===== src/rtl/eth_pkg.sv =====
// Shared constants and types for the Ethernet receive framer.
package eth_pkg;

    localparam logic [7:0]  SFD           = 8'hD5;
    // Reflected form of 0x04C11DB7; the CRC register shifts toward bit 0.
    localparam logic [31:0] CRC32_POLY    = 32'hEDB88320;
    localparam logic [31:0] CRC32_INIT    = 32'hFFFFFFFF;
    // Good-frame residue in MSB-first bit order. The reflected register
    // holds it bit-reversed (32'hDEBB20E3), hence bitrev32() at the compare.
    localparam logic [31:0] CRC32_RESIDUE = 32'hC704DD7B;

    typedef enum logic [2:0] {
        S_IDLE = 3'd0,
        S_PRE  = 3'd1,
        S_BODY = 3'd2,
        S_END  = 3'd3,
        S_DROP = 3'd4
    } state_e;

    // Bit positions inside the trailing status byte.
    localparam int STS_CRC_ERR = 0;
    localparam int STS_LEN_ERR = 1;
    localparam int STS_ALIGN   = 2;
    localparam int STS_OVF     = 3;

    function automatic logic [31:0] bitrev32(input logic [31:0] v);
        logic [31:0] r;
        for (int i = 0; i < 32; i++) begin
            r[i] = v[31-i];
        end
        return r;
    endfunction

endpackage


===== src/rtl/crc32_d8.sv =====
// Byte-wide reflected CRC-32 next-state logic, data consumed LSB first.
module crc32_d8
    import eth_pkg::*;
(
    input  logic [31:0] crc_i,
    input  logic [7:0]  data_i,
    output logic [31:0] crc_o
);

    logic [31:0] c_v;

    // Eight serial CRC steps unrolled into one combinational cone.
    always_comb begin
        c_v = crc_i;
        for (int i = 0; i < 8; i++) begin
            if (c_v[0] ^ data_i[i]) begin
                c_v = (c_v >> 1) ^ CRC32_POLY;
            end else begin
                c_v = c_v >> 1;
            end
        end
        crc_o = c_v;
    end

endmodule


===== src/rtl/my_gray2bin.sv =====
// Binary-to-Gray converter (the name is historical; the direction is bin -> Gray).
module my_gray2bin #(
    parameter int W = 16
) (
    input  logic [W-1:0] bin_i,
    output logic [W-1:0] gray_o
);

    assign gray_o = bin_i ^ (bin_i >> 1);

endmodule


===== src/rtl/rmii_rx_framer.sv =====
// RMII/MII receive framer: strips preamble/SFD, assembles bytes, checks FCS
// and length, writes frame bytes plus a status byte into the RX FIFO, and
// exports Gray-coded monitor counters.
module rmii_rx_framer
    import eth_pkg::*;
#(
    parameter int PHY_WIDTH = 2,
    parameter int MIN_LEN   = 64,
    parameter int MAX_LEN   = 1518,
    parameter int CNT_WIDTH = 16
) (
    input  logic                 REF_CLK,
    input  logic                 arst_n,
    input  logic                 CRS,
    input  logic [PHY_WIDTH-1:0] RXD,
    input  logic                 fifo_afull,
    output logic [7:0]           fifo_din,
    output logic                 fifo_wren,
    output logic                 fifo_EOD_in,
    output logic [CNT_WIDTH-1:0] succ_rx_count_gray,
    output logic [CNT_WIDTH-1:0] buff_OF_count_gray,
    output logic [CNT_WIDTH-1:0] crc_err_count_gray,
    output logic [CNT_WIDTH-1:0] len_err_count_gray
);

    localparam int                   LANES     = 8 / PHY_WIDTH;
    localparam logic [1:0]           LANE_LAST = 2'(LANES - 1);
    localparam int                   LEN_W     = $clog2(MAX_LEN + 2);
    localparam logic [LEN_W-1:0]     LEN_MIN   = LEN_W'(MIN_LEN);
    localparam logic [LEN_W-1:0]     LEN_MAX   = LEN_W'(MAX_LEN);
    localparam logic [CNT_WIDTH-1:0] CNT_ONE   = CNT_WIDTH'(1);

    state_e               state_q;
    logic [7:0]           sh_q, sh_d;
    logic [1:0]           lane_q;
    logic [31:0]          crc_q, crc_nxt;
    logic [LEN_W-1:0]     len_q;
    logic                 ovf_q, align_q;
    logic [7:0]           din_q;
    logic                 wren_q, eod_q;
    logic [CNT_WIDTH-1:0] succ_q, bof_q, crc_cnt_q, len_cnt_q;
    logic [CNT_WIDTH-1:0] succ_g, bof_g, crc_g, len_g;
    logic [CNT_WIDTH-1:0] succ_gq, bof_gq, crc_gq, len_gq;
    logic                 crc_bad, len_bad;
    logic [7:0]           status;

    // Newest symbol enters at the top so the first wire bit ends up in bit 0.
    assign sh_d = {RXD, sh_q[7:PHY_WIDTH]};

    crc32_d8 u_crc (
        .crc_i  (crc_q),
        .data_i (sh_q),
        .crc_o  (crc_nxt)
    );

    // Frame verdict; a truncated frame reports only the overflow bit because
    // its length and FCS are meaningless.
    always_comb begin
        crc_bad = (bitrev32(crc_q) != CRC32_RESIDUE);
        len_bad = (len_q < LEN_MIN) || (len_q > LEN_MAX) || align_q;
        status  = 8'h00;
        if (ovf_q) begin
            status[STS_OVF] = 1'b1;
        end else begin
            status[STS_ALIGN]   = align_q;
            status[STS_LEN_ERR] = len_bad;
            status[STS_CRC_ERR] = crc_bad;
        end
    end

    // Receive FSM with registered FIFO outputs and binary counters.
    //  state | meaning
    //  IDLE  | waiting for carrier
    //  PRE   | in preamble, hunting for SFD
    //  BODY  | assembling and writing frame bytes (lane_q==LANE_LAST: sh_q holds a full byte)
    //  END   | writing status byte, bumping one counter (also the illegal-state sink)
    //  DROP  | discarding until carrier drops
    always_ff @(posedge REF_CLK or negedge arst_n) begin
        if (!arst_n) begin
            state_q   <= S_IDLE;
            sh_q      <= 8'h00;
            lane_q    <= 2'd0;
            crc_q     <= CRC32_INIT;
            len_q     <= '0;
            ovf_q     <= 1'b0;
            align_q   <= 1'b0;
            din_q     <= 8'h00;
            wren_q    <= 1'b0;
            eod_q     <= 1'b0;
            succ_q    <= '0;
            bof_q     <= '0;
            crc_cnt_q <= '0;
            len_cnt_q <= '0;
        end else begin
            sh_q   <= sh_d;
            wren_q <= 1'b0;
            eod_q  <= 1'b0;
            case (state_q)
                S_IDLE: begin
                    if (CRS) begin
                        if (fifo_afull) begin
                            bof_q   <= bof_q + CNT_ONE;
                            state_q <= S_DROP;
                        end else begin
                            state_q <= S_PRE;
                        end
                    end
                end
                S_PRE: begin
                    if (!CRS) begin
                        state_q <= S_IDLE;
                    end else if (sh_q == SFD) begin
                        state_q <= S_BODY;
                        lane_q  <= 2'd0;
                        crc_q   <= CRC32_INIT;
                        len_q   <= '0;
                        ovf_q   <= 1'b0;
                        align_q <= 1'b0;
                    end
                end
                S_BODY: begin
                    lane_q <= (lane_q == LANE_LAST) ? 2'd0 : lane_q + 2'd1;
                    if (lane_q == LANE_LAST) begin
                        if (fifo_afull) begin
                            ovf_q   <= 1'b1;
                            state_q <= S_END;
                        end else begin
                            crc_q <= crc_nxt;
                            if (len_q <= LEN_MAX) begin
                                len_q <= len_q + LEN_W'(1);
                            end
                            if (len_q < LEN_MAX) begin
                                wren_q <= 1'b1;
                                din_q  <= sh_q;
                            end
                            if (!CRS) begin
                                state_q <= S_END;
                            end
                        end
                    end else if (!CRS) begin
                        align_q <= 1'b1;
                        state_q <= S_END;
                    end
                end
                S_DROP: begin
                    if (!CRS) begin
                        state_q <= S_IDLE;
                    end
                end
                default: begin
                    wren_q <= 1'b1;
                    eod_q  <= 1'b1;
                    din_q  <= status;
                    if (ovf_q) begin
                        bof_q <= bof_q + CNT_ONE;
                    end else if (len_bad) begin
                        len_cnt_q <= len_cnt_q + CNT_ONE;
                    end else if (crc_bad) begin
                        crc_cnt_q <= crc_cnt_q + CNT_ONE;
                    end else begin
                        succ_q <= succ_q + CNT_ONE;
                    end
                    state_q <= CRS ? S_DROP : S_IDLE;
                end
            endcase
        end
    end

    my_gray2bin #(.W(CNT_WIDTH)) u_g_succ (.bin_i(succ_q),    .gray_o(succ_g));
    my_gray2bin #(.W(CNT_WIDTH)) u_g_bof  (.bin_i(bof_q),     .gray_o(bof_g));
    my_gray2bin #(.W(CNT_WIDTH)) u_g_crc  (.bin_i(crc_cnt_q), .gray_o(crc_g));
    my_gray2bin #(.W(CNT_WIDTH)) u_g_len  (.bin_i(len_cnt_q), .gray_o(len_g));

    // Register the Gray codes so the user domain never sees conversion glitches.
    always_ff @(posedge REF_CLK or negedge arst_n) begin
        if (!arst_n) begin
            succ_gq <= '0;
            bof_gq  <= '0;
            crc_gq  <= '0;
            len_gq  <= '0;
        end else begin
            succ_gq <= succ_g;
            bof_gq  <= bof_g;
            crc_gq  <= crc_g;
            len_gq  <= len_g;
        end
    end

    assign fifo_din           = din_q;
    assign fifo_wren          = wren_q;
    assign fifo_EOD_in        = eod_q;
    assign succ_rx_count_gray = succ_gq;
    assign buff_OF_count_gray = bof_gq;
    assign crc_err_count_gray = crc_gq;
    assign len_err_count_gray = len_gq;

endmodule

===== config.mk =====
export PLATFORM = sky130hd
export DESIGN_NAME = rmii_rx_framer
export DESIGN_NICKNAME = d
export VERILOG_FILES = /design/src/rtl/eth_pkg.sv /design/src/rtl/crc32_d8.sv /design/src/rtl/my_gray2bin.sv /design/src/rtl/rmii_rx_framer.sv
export SDC_FILE = /design/constraint.sdc
export NUM_CORES = 1
export LEC_CHECK = 0
export BUFFER_PORTS_ARGS = -buffer_cell sky130_fd_sc_hd__buf_4
export CELL_PAD_IN_SITES_DETAIL_PLACEMENT = 0
export CELL_PAD_IN_SITES_GLOBAL_PLACEMENT = 1
export CORE_MARGIN = 8
export CORE_UTILIZATION = 40
export DETAILED_ROUTE_END_ITERATION = 10
export GPL_TIMING_DRIVEN = 0
export PLACE_DENSITY = 0.82
export SKIP_CTS_REPAIR_TIMING = 1
export SLEW_MARGIN = 5
export SYNTH_ARGS = -nofsm -noshare
export SYNTH_HDL_FRONTEND = slang
export SYNTH_SLANG_ARGS = --single-unit

===== constraint.sdc =====
create_clock -name REF_CLK -period 2.1 [get_ports REF_CLK]
set_clock_uncertainty 0.15 [all_clocks]
set_input_delay 0.105 -clock REF_CLK [delete_from_list [all_inputs] [get_ports REF_CLK]]
set_output_delay 0.105 -clock REF_CLK [all_outputs]
set_load 0.02 [all_outputs]

Yosys cells after proc, flatten, opt, wreduce, memory -nomap -nowiden
Cells that the tools add are included.
{"block": "word_totals", "ff_bits": 196, "in_bits": 6, "out_inout_bits": 74, "wordCells": 148}
{"block": "classes", "addsub": 6, "magnitude_cmp": 4, "n_eq_ne": 19, "n_mux": 56, "bitwise_logic": 26, "reduce_logical": 19}
{"op": "32-bit two-way mux", "n": 12}
{"op": "13-bit NOT with 14-bit output", "n": 8}
{"op": "16-bit by 1-bit adder with 16-bit output (second input constant)", "n": 4}
{"op": "32-bit case mux with 2 select lines", "n": 1}
{"op": "16-bit by 15-bit XOR with 16-bit output", "n": 4}
{"op": "11-bit two-way mux", "n": 5}
{"op": "16-bit two-way mux", "n": 3}
{"op": "32-bit inequality test (second input constant)", "n": 1}
{"op": "16-bit case mux with 2 select lines", "n": 1}
{"op": "3-bit two-way mux", "n": 10}
{"op": "8-bit two-way mux", "n": 3}
{"op": "2-bit inequality test (second input constant)", "n": 12}
{"op": "11-bit case mux with 2 select lines", "n": 1}
{"op": "8-bit case mux with 2 select lines", "n": 1}
{"op": "4-bit AND reduction", "n": 4}
{"op": "5-bit AND reduction", "n": 3}
{"op": "3-bit case mux with 4 select lines", "n": 1}
{"op": "11-bit by 1-bit adder with 11-bit output (second input constant)", "n": 1}
{"op": "11-bit greater-than comparator (second input constant)", "n": 1}
{"op": "11-bit <= comparator (second input constant)", "n": 1}
{"op": "11-bit less-than comparator (second input constant)", "n": 1}
{"op": "11-bit by 7-bit less-than comparator with 1-bit output (second input constant)", "n": 1}
{"op": "1-bit two-way mux", "n": 11}
{"op": "3-bit AND reduction", "n": 3}
{"op": "18 further kinds", "n": 37}

Logic depth before layout (Yosys ltp)
Gate-level depths: netlist (run 1).
{"block": "depth", "word_depth": 19, "ltp_mapped": 8, "mapped_depth_nobuf": 6}

Hierarchy
A second synthesis (run 1) with hierarchy kept.
{"block": "unflattened", "hier_cells": 794, "area_unflattened_um2": 9085.0}
{"mod": "rmii_rx_framer", "instances": 1, "cells_per_inst": 660, "area_each_um2": 7759.9, "seq_area_each_um2": 4944.7}
{"mod": "crc32_d8", "instances": 1, "cells_per_inst": 70, "area_each_um2": 769.5, "seq_area_each_um2": 0.0}
{"mod": "my_gray2bin", "instances": 4, "cells_per_inst": 16, "area_each_um2": 138.9, "seq_area_each_um2": 0.0}

Worst setup path after synthesis (run 1)
No wires, ideal clock.
{"block": "synth_timing", "path_kind": "register -> register", "start": "reg len_q[8]", "end": "reg len_cnt_q[13]", "setup_ns": 0.123, "t_arrival_ns": 1.795, "t_required_ns": 1.827, "slack_ns": 0.032, "path_stages_with_launch": 6, "path_buffers": 0, "synth_period_minus_slack_ns": 2.068, "cell_sequence": "dfrtp_1 or4_1 o21a_1 a211oi_2 nand4_1 xnor2_1"}
{"block": "synth_between", "elab_chain_len": 4, "elab_cells_between_ends": 5, "cone_classes": "2 x order compare; 3 x reduce/logical"}
{"element": "start: declaration", "line": "rmii_rx_framer.sv:37", "rtl": "logic [LEN_W-1:0] len_q;"}
{"element": "start signal: assignment", "line": "rmii_rx_framer.sv:130", "rtl": "len_q <= len_q + LEN_W'(1);"}
{"element": "11-bit by 7-bit less-than comparator with 1-bit output / 11-bit greater-than comparator (equally long branches)", "line": "rmii_rx_framer.sv:60", "rtl": "len_bad = (len_q < LEN_MIN) || (len_q > LEN_MAX) || align_q;"}
{"element": "1-bit logical OR * (2 in series)", "line": "rmii_rx_framer.sv:60"}
{"element": "3-bit AND reduction (no line) *"}
{"element": "end signal: assignment", "line": "rmii_rx_framer.sv:157", "rtl": "len_cnt_q <= len_cnt_q + CNT_ONE;"}
{"element": "end: declaration", "line": "rmii_rx_framer.sv:41", "rtl": "logic [CNT_WIDTH-1:0] succ_q, bof_q, crc_cnt_q, len_cnt_q;"}
Mark *: on every way between the ends. The rest lies on a longest branch, timed or not.
A chain may end at the register's enable or synchronous reset.

Worst setup path after layout (run 1)
Ends and elaborated chain as after synthesis.

==> flow_summary_export.csv, run 1 <==
group,metric,value,unit
synth,synth_edf_count,0,
place,port_buffers,79,
final_layout,n_antenna_cell,0,
final_layout,final_nets,904,
floorplanning,die_y,164,um
synth,synth_cells,687,
floorplanning,rows,54,
clock_network,clockRootBuffer,"clkbuf_16",
grt,grt_max_degree,103,
power_and_ir_drop,p_per_area,864,nW/um^2
synth,syn_nets,751,
clock_network,cts_sinks,196,
critical_path,cp_max_fo,7,
clock_network,path_clk_slew,80,ps
place,place_congestion,0.799,
critical_path,required,2270,ps
sta,max_clock_freq,0.465,GHz
final_layout,final_common_cell,"dfrtp_1",
drt,wl_per_cell,16.4,um
sta,fin_hold_ws,134,ps
flow_run,cap_violations,0,
floorplanning,start_util,40.5,%
sta,rsz0062_at_grt,"yes",
sta,slew_headroom,47.1,%
outcome,violations,"negative setup slack",
drt,ant_nets,0,
clock_network,clock_path_buffers,2,
grt,grt_first_pass_wirelength,29400,um
drt,route.vias.total,5652,
synth,syn_area,8810,sq um
final_layout,syn2layout_area_growth,29.6,%
outcome,status,"complete, but fails checks",
synth,syn_area_per_cell,12.8,sq um
drt,vias_per_cell,4.99,
drt,drt_iter0_drc,267,
sta,fin_ws,-49.1,ps
final_layout,drive_gt1_share,34.8,%
synth,async_flop_share,100,%
critical_path,criticalPathCategory,"reg -> reg",
synth,ys.flop_type,"dfrtp_1",
floorplanning,die_area,27000,sq um
clock_network,cts_tree,"built",
min_path,hp-class,"in -> async",
final_layout,fin_util,52.5,%
floorplanning,core-area,21800,sq um
synth,synth_cell_types,64,
floorplanning,die_w,164,um
grt,grt_pass1_vias,5629,
power_and_ir_drop,peakVddDrop,0.695,mV
clock_network,htreeDepth,4,
clock_network,cts_buffers,17,
final_layout,final.fill_count,1841,
clock_network,clkLatencyLatePin,430,ps
sta,slew_violations,0,
floorplanning,io_pins,80,
critical_path,start_kind,"register",
synth,yosys.area.top_type,"dfrtp_1",
sta,hold_viol,0,
drt,finalWirelength,18600,um
place,dp_hpwl,12300,um
critical_path,critPathArrivalTime,2320,ps
place,dp_slack,-536,ps
synth,synth_top_cell_area_share,46.6,%
sta,setup_tns,-318,ps
grt,grt_use_total,13.7,%
drt,first_pass_iters,5,
sta,min_period_over_period,102,%
synth,synth_seq_area_share,56.1,%
synth,synth.top_cells.by_area,"dfrtp_1, dfstp_2, ha_1, xnor2_1, xor2_1",
sta,worst_slew_pin_slew,793,ps
critical_path,crit_path_end_kind,"register",
power_and_ir_drop,static-leakage-power,0.00558,uW
sta,setup_viol,11,
grt,antenna_found_initial,0,
sta,fin_crit,2150,ps
grt,grt_overflow,0,
synth,yosys_warnings,0,
drt,drc,0,
final_layout,layout_common_cells,"dfrtp_1, buf_4, xnor2_1",
synth,ys_ff_latch,196,
-- Yosys cell counts, drive strengths merged, types with 2 or more instances --
master   instances
dfrtp          164
xnor2           88
ha              58
xor2            46
a21oi           36
nor2            33
dfstp           32
nand2           31
nand3           24
nand4           18
and3            14
inv             14
nor3            14
o21ai           10
mux2             9
clkbuf           8
buf              7
nor4             7
or3              7
mux2i            6
nand4b           6
o22a             6
a31oi            4
nand2b           4
nor3b            4
a22o             3
and4             3
nor2b            3
o21a             3
or4              3
and2             2
nand4bb          2
xnor3            2
-- path summary, 6_finish.rpt --
check	startpoint	slack, ps	depth (start not counted)	end
max	len_q[8]	-50	6	len_cnt_q[13]
min	arst_n	130	2	sh_q[6]
max reg2reg	len_q[8]	-50	6	len_cnt_q[13]
min reg2reg	crc_cnt_q[15]	300	0	crc_err_count_gray[15]
max in group asynchronous	arst_n	650	3	len_q[6]
min in group REF_CLK	RXD[0]	180	2	sh_q[6]
-- registers in the layout (all words and copies together), names as in the netlist --
name and cells:
fifo_wren 1, crc_cnt_q 16, crc_err_count_gray 16, succ_q 16, state_q 3, lane_q 2, len_q 11, buff_OF_count_gray 16
bof_q 16, sh_q 8, align_q 1, fifo_din 8, len_err_count_gray 16, fifo_EOD_in 1, ovf_q 1, crc_q 32
succ_rx_count_gray 16, len_cnt_q 16
-- power by group --
group | total [uW] | switching, uW | internal, uW
Clock | 3290 | 1570 | 1720
Combinational | 2150 | 1050 | 1100
Sequential | 4430 | 283 | 4140
Total | 9870 | 2910 | 6960
-- through the flow --
step / total power [uW] / std cells / cell area, sq um
after floorplan: 5730 / 687 / 8810
after global placement: 6320 / 1046 / 9760
after detailed placement: 6350 / 1047 / 9790
after CTS: 9700 / 1079 / 10400
after global routing: 10400 / 1133 / 11400
final: 9870 / 1133 / 11400
-- area by class of cell --
class / count / area [sq um] / area share [%]
timing repair buffer: 135 / 1110 / 9.76
buffer: 14 / 143 / 1.25
sequential: 196 / 4960 / 43.4
clock inverter: 15 / 185 / 1.62
clock buffer: 17 / 425 / 3.72
inverter: 14 / 52.6 / 0.460
multi-input combinational: 462 / 4190 / 36.7
tap: 280 / 350 / 3.07
-- routing by layer --
| layer | global-route usage [%] | part of all wire (%) |
|---|---|---|
| met3 | 3.69 | 3.9 |
| met1 | 18.4 | 47 |
| met2 | 22.0 | 49 |
| met4 | 3.11 | 0.91 |
| met5 | 0 | 0 |
-- cells by family (layout without fill, tap and decap cells) --
family                     count (synthesis)  in the layout  share of synthesized area (%)
AOI/OAI and AO/OA                         74             74                           5.44
xor gates and xnor gates                 136            136                           15.5
adders and majority gates                 59             59                           8.36
buffers and inverters                     29            195                           1.43
DFF                                      196            196                           56.1
muxes                                     15             15                           1.83
and+or+nand+nor                          178            178                           11.3
-- worst max-delay path, cell delays in order, from the launching register on --
cell and delay, ps:
dfrtp_1 410, or4_4 560, o21a_4 240, a211oi_4 240, buf_6 180, nand4_1 120
xnor2_1 150
(Power assumes the default switching activity.)
==> inputs of run 2 (changes only) <==
- CTS_BUF_LIST: unset -> sky130_fd_sc_hd__clkbuf_4 sky130_fd_sc_hd__clkbuf_8
- PLACE_DENSITY: 0.82 -> 0.83
- REMOVE_ABC_BUFFERS: unset -> 1
- SYNTH_HIERARCHICAL: unset -> 1
==> flow_summary_export.csv, run 2 <==
group,metric,value,unit
synth,synth_top_cell_area_share,45.2,%
final_layout,largest-register,"crc_q",
clock_network,clock_path_buffers,2,
sta,slew_violations,0,
clock_network,clkLatencyLatePin,480,ps
final_layout,layout_common_cells,"dfrtp_1, buf_4, xor2_1",
critical_path,reg2reg_from,"crc_q[5]",
place,place_congestion,0.769,
critical_path,reg2reg_depth,6,
synth,synth_seq_area_share,54.4,%
min_path,hp-class,"in -> async",
synth,ys.flop_type,"dfrtp_1",
floorplanning,start_util,40.4,%
critical_path,cp_max_fo,5,
critical_path,reg2reg_slack,-390,ps
power_and_ir_drop,peakVddDrop,0.396,mV
drt,route.vias.total,6277,
synth,synth_edf_count,0,
floorplanning,die_y,167,um
outcome,violations,"negative setup slack",
floorplanning,io_pins,80,
synth,yosys_warnings,6,
synth,async_flop_share,100,%
sta,slew_headroom,53.3,%
synth,synth.top_cells.by_area,"dfrtp_1, xor2_1, dfstp_2, xnor2_1, nor2_1",
drt,wl_per_cell,16.6,um
drt,drt_iter0_drc,470,
final_layout,final_common_cell,"dfrtp_1",
final_layout,drive_gt1_share,32.4,%
synth,ys_ff_latch,196,
grt,grt_first_pass_wirelength,29600,um
synth,yosys.area.top_type,"dfrtp_1",
drt,finalWirelength,20300,um
critical_path,r2r-end,"succ_q[1]",
synth,synth_cells,794,
critical_path,cp_slowest_cell,"dfstp_2",
synth,synth_cell_types,65,
critical_path,start_kind,"register",
place,dp_cells,1128,
drt,ant_nets,0,
clock_network,clockRootBuffer,"clkbuf_8",
synth,syn_area,9080,sq um
clock_network,cts_buffers,17,
critical_path,worst-path-stages,6,
sta,rsz0062_at_grt,"yes",
sta,hold_viol,0,
grt,antenna_found_initial,0,
clock_network,cts_sinks,196,
grt,grt_use_total,12.8,%
critical_path,crit_family,"simple AND/OR/NAND/NOR gates",
floorplanning,die_area,27800,sq um
sta,min_period_over_period,118,%
grt,grt_overflow,0,
synth,syn_area_per_cell,11.4,sq um
clock_network,htreeDepth,4,
final_layout,n_antenna_cell,0,
floorplanning,die_w,167,um
sta,fin_crit,2490,ps
final_layout,syn2layout_area_growth,25.5,%
critical_path,required,2310,ps
critical_path,path_cells,"or4bb_4 > nor4_4 > buf_4 > and2_4 > nand2_2 > mux2_4",
synth,yosys-top-cells-count,"dfrtp_1, xor2_1, nor2_1",
grt,grt_pass1_vias,5761,
final_layout,seq_area,4960,sq um
grt,grt_max_degree,115,
final_layout,fin_cells,1228,
critical_path,critPathMaxStageDelay,570,ps
drt,vias_per_cell,5.11,
critical_path,critPathArrivalTime,2700,ps
sta,worst_slew_pin_slew,697,ps
sta,max_clock_freq,0.402,GHz
place,dp_slack,-1030,ps
place,dp_hpwl,11700,um
synth,post-synth-top-count-cell,"dfrtp_1",
final_layout,largest_reg_flops,32,
power_and_ir_drop,static-leakage-power,0.00559,uW
final_layout,final_nets,942,
critical_path,criticalPathCategory,"reg -> reg",
final_layout,final.fill_count,1915,
sta,fin_hold_ws,53.3,ps
floorplanning,core-area,22500,sq um
outcome,status,"complete, but fails checks",
floorplanning,rows,55,
place,port_buffers,79,
clock_network,cts_tree,"built",
sta,setup_tns,-11340,ps
critical_path,crit_path_end_kind,"register",
flow_run,cap_violations,0,
sta,fin_ws,-387,ps
drt,drc,0,
critical_path,cp_num_buf_inv,1,
clock_network,path_clk_slew,110,ps
drt,first_pass_iters,5,
sta,setup_viol,54,
power_and_ir_drop,p_per_area,756,nW/um^2
final_layout,multi_input_area,4480,sq um
-- run 2: cell types whose count changed in the layout (fill, tap and decap cells not counted), moves of 12 or more --
| cell | before | now |
|---|---|---|
| clkbuf_16 | 17 | 0 |
| clkbuf_8 | 0 | 18 |
| ha_1 | 58 | 5 |
| nand2_1 | 28 | 41 |
| nand3_1 | 17 | 29 |
| nor2_1 | 32 | 80 |
| xor2_1 | 44 | 104 |
-- run 2: area by class of cell --
class,count,share of cell area (%)
multi-input cells,562,39.3
clock buffers,18,2.17
flip-flops and latches,196,43.5
well taps,285,3.13
clock inverters,14,1.45
repair buffers,141,10.0
inverters,12,0.395
-- run 2: cell families after synthesis --
| group | after synthesis | share of synthesized area [%] |
|---|---|---|
| compound gates | 79 | 5.23 |
| xor+xnor | 191 | 20.1 |
| fa+ha+maj | 7 | 0.936 |
| buf+inv | 44 | 2.29 |
| flops | 196 | 54.4 |
| mux | 10 | 1.18 |
| simple gates | 267 | 15.8 |
-- run 2: worst max-delay path by stage --
stage,startpoint,to,slack (ps)
final,crc_q[5],succ_q[1],-390
after global routing,crc_q[5],succ_q[5],-450
after CTS,crc_q[13],succ_q[1],-1060
after detailed placement,crc_q[13],succ_q[1],-1030
after global placement,state_q[2],crc_q[8],-1380
after floorplan,state_q[1],crc_q[0],-550
-- run 2: layer usage --
metal	vias to the layer above	GRT usage, %	share of wire, %
met5	-	0	0
met4	0	4.47	1.6
met3	26	2.93	4.4
met2	146	20.1	49
met1	3125	17.2	45
li1	2980	-	-
-- run 2: report_power, final --
part | leakage [uW] | internal (uW) | total, uW | switching [uW]
registers | 0.00253 | 4090 | 4400 | 312
clock network | 0.000205 | 1040 | 2520 | 1490
logic | 0.00285 | 816 | 1690 | 876
total | 0.00559 | 5940 | 8620 | 2670
-- run 2: stage by stage --
| step | util [%] | total power [uW] | area, sq um |
|---|---|---|---|
| floorplan | - | 5410 | 8920 |
| global placement | 43.9 | 5950 | 9870 |
| detailed placement | 44.1 | 5970 | 9930 |
| CTS | 45.9 | 8500 | 10300 |
| global route | 50.6 | 9040 | 11400 |
| finish | 50.6 | 8620 | 11400 |
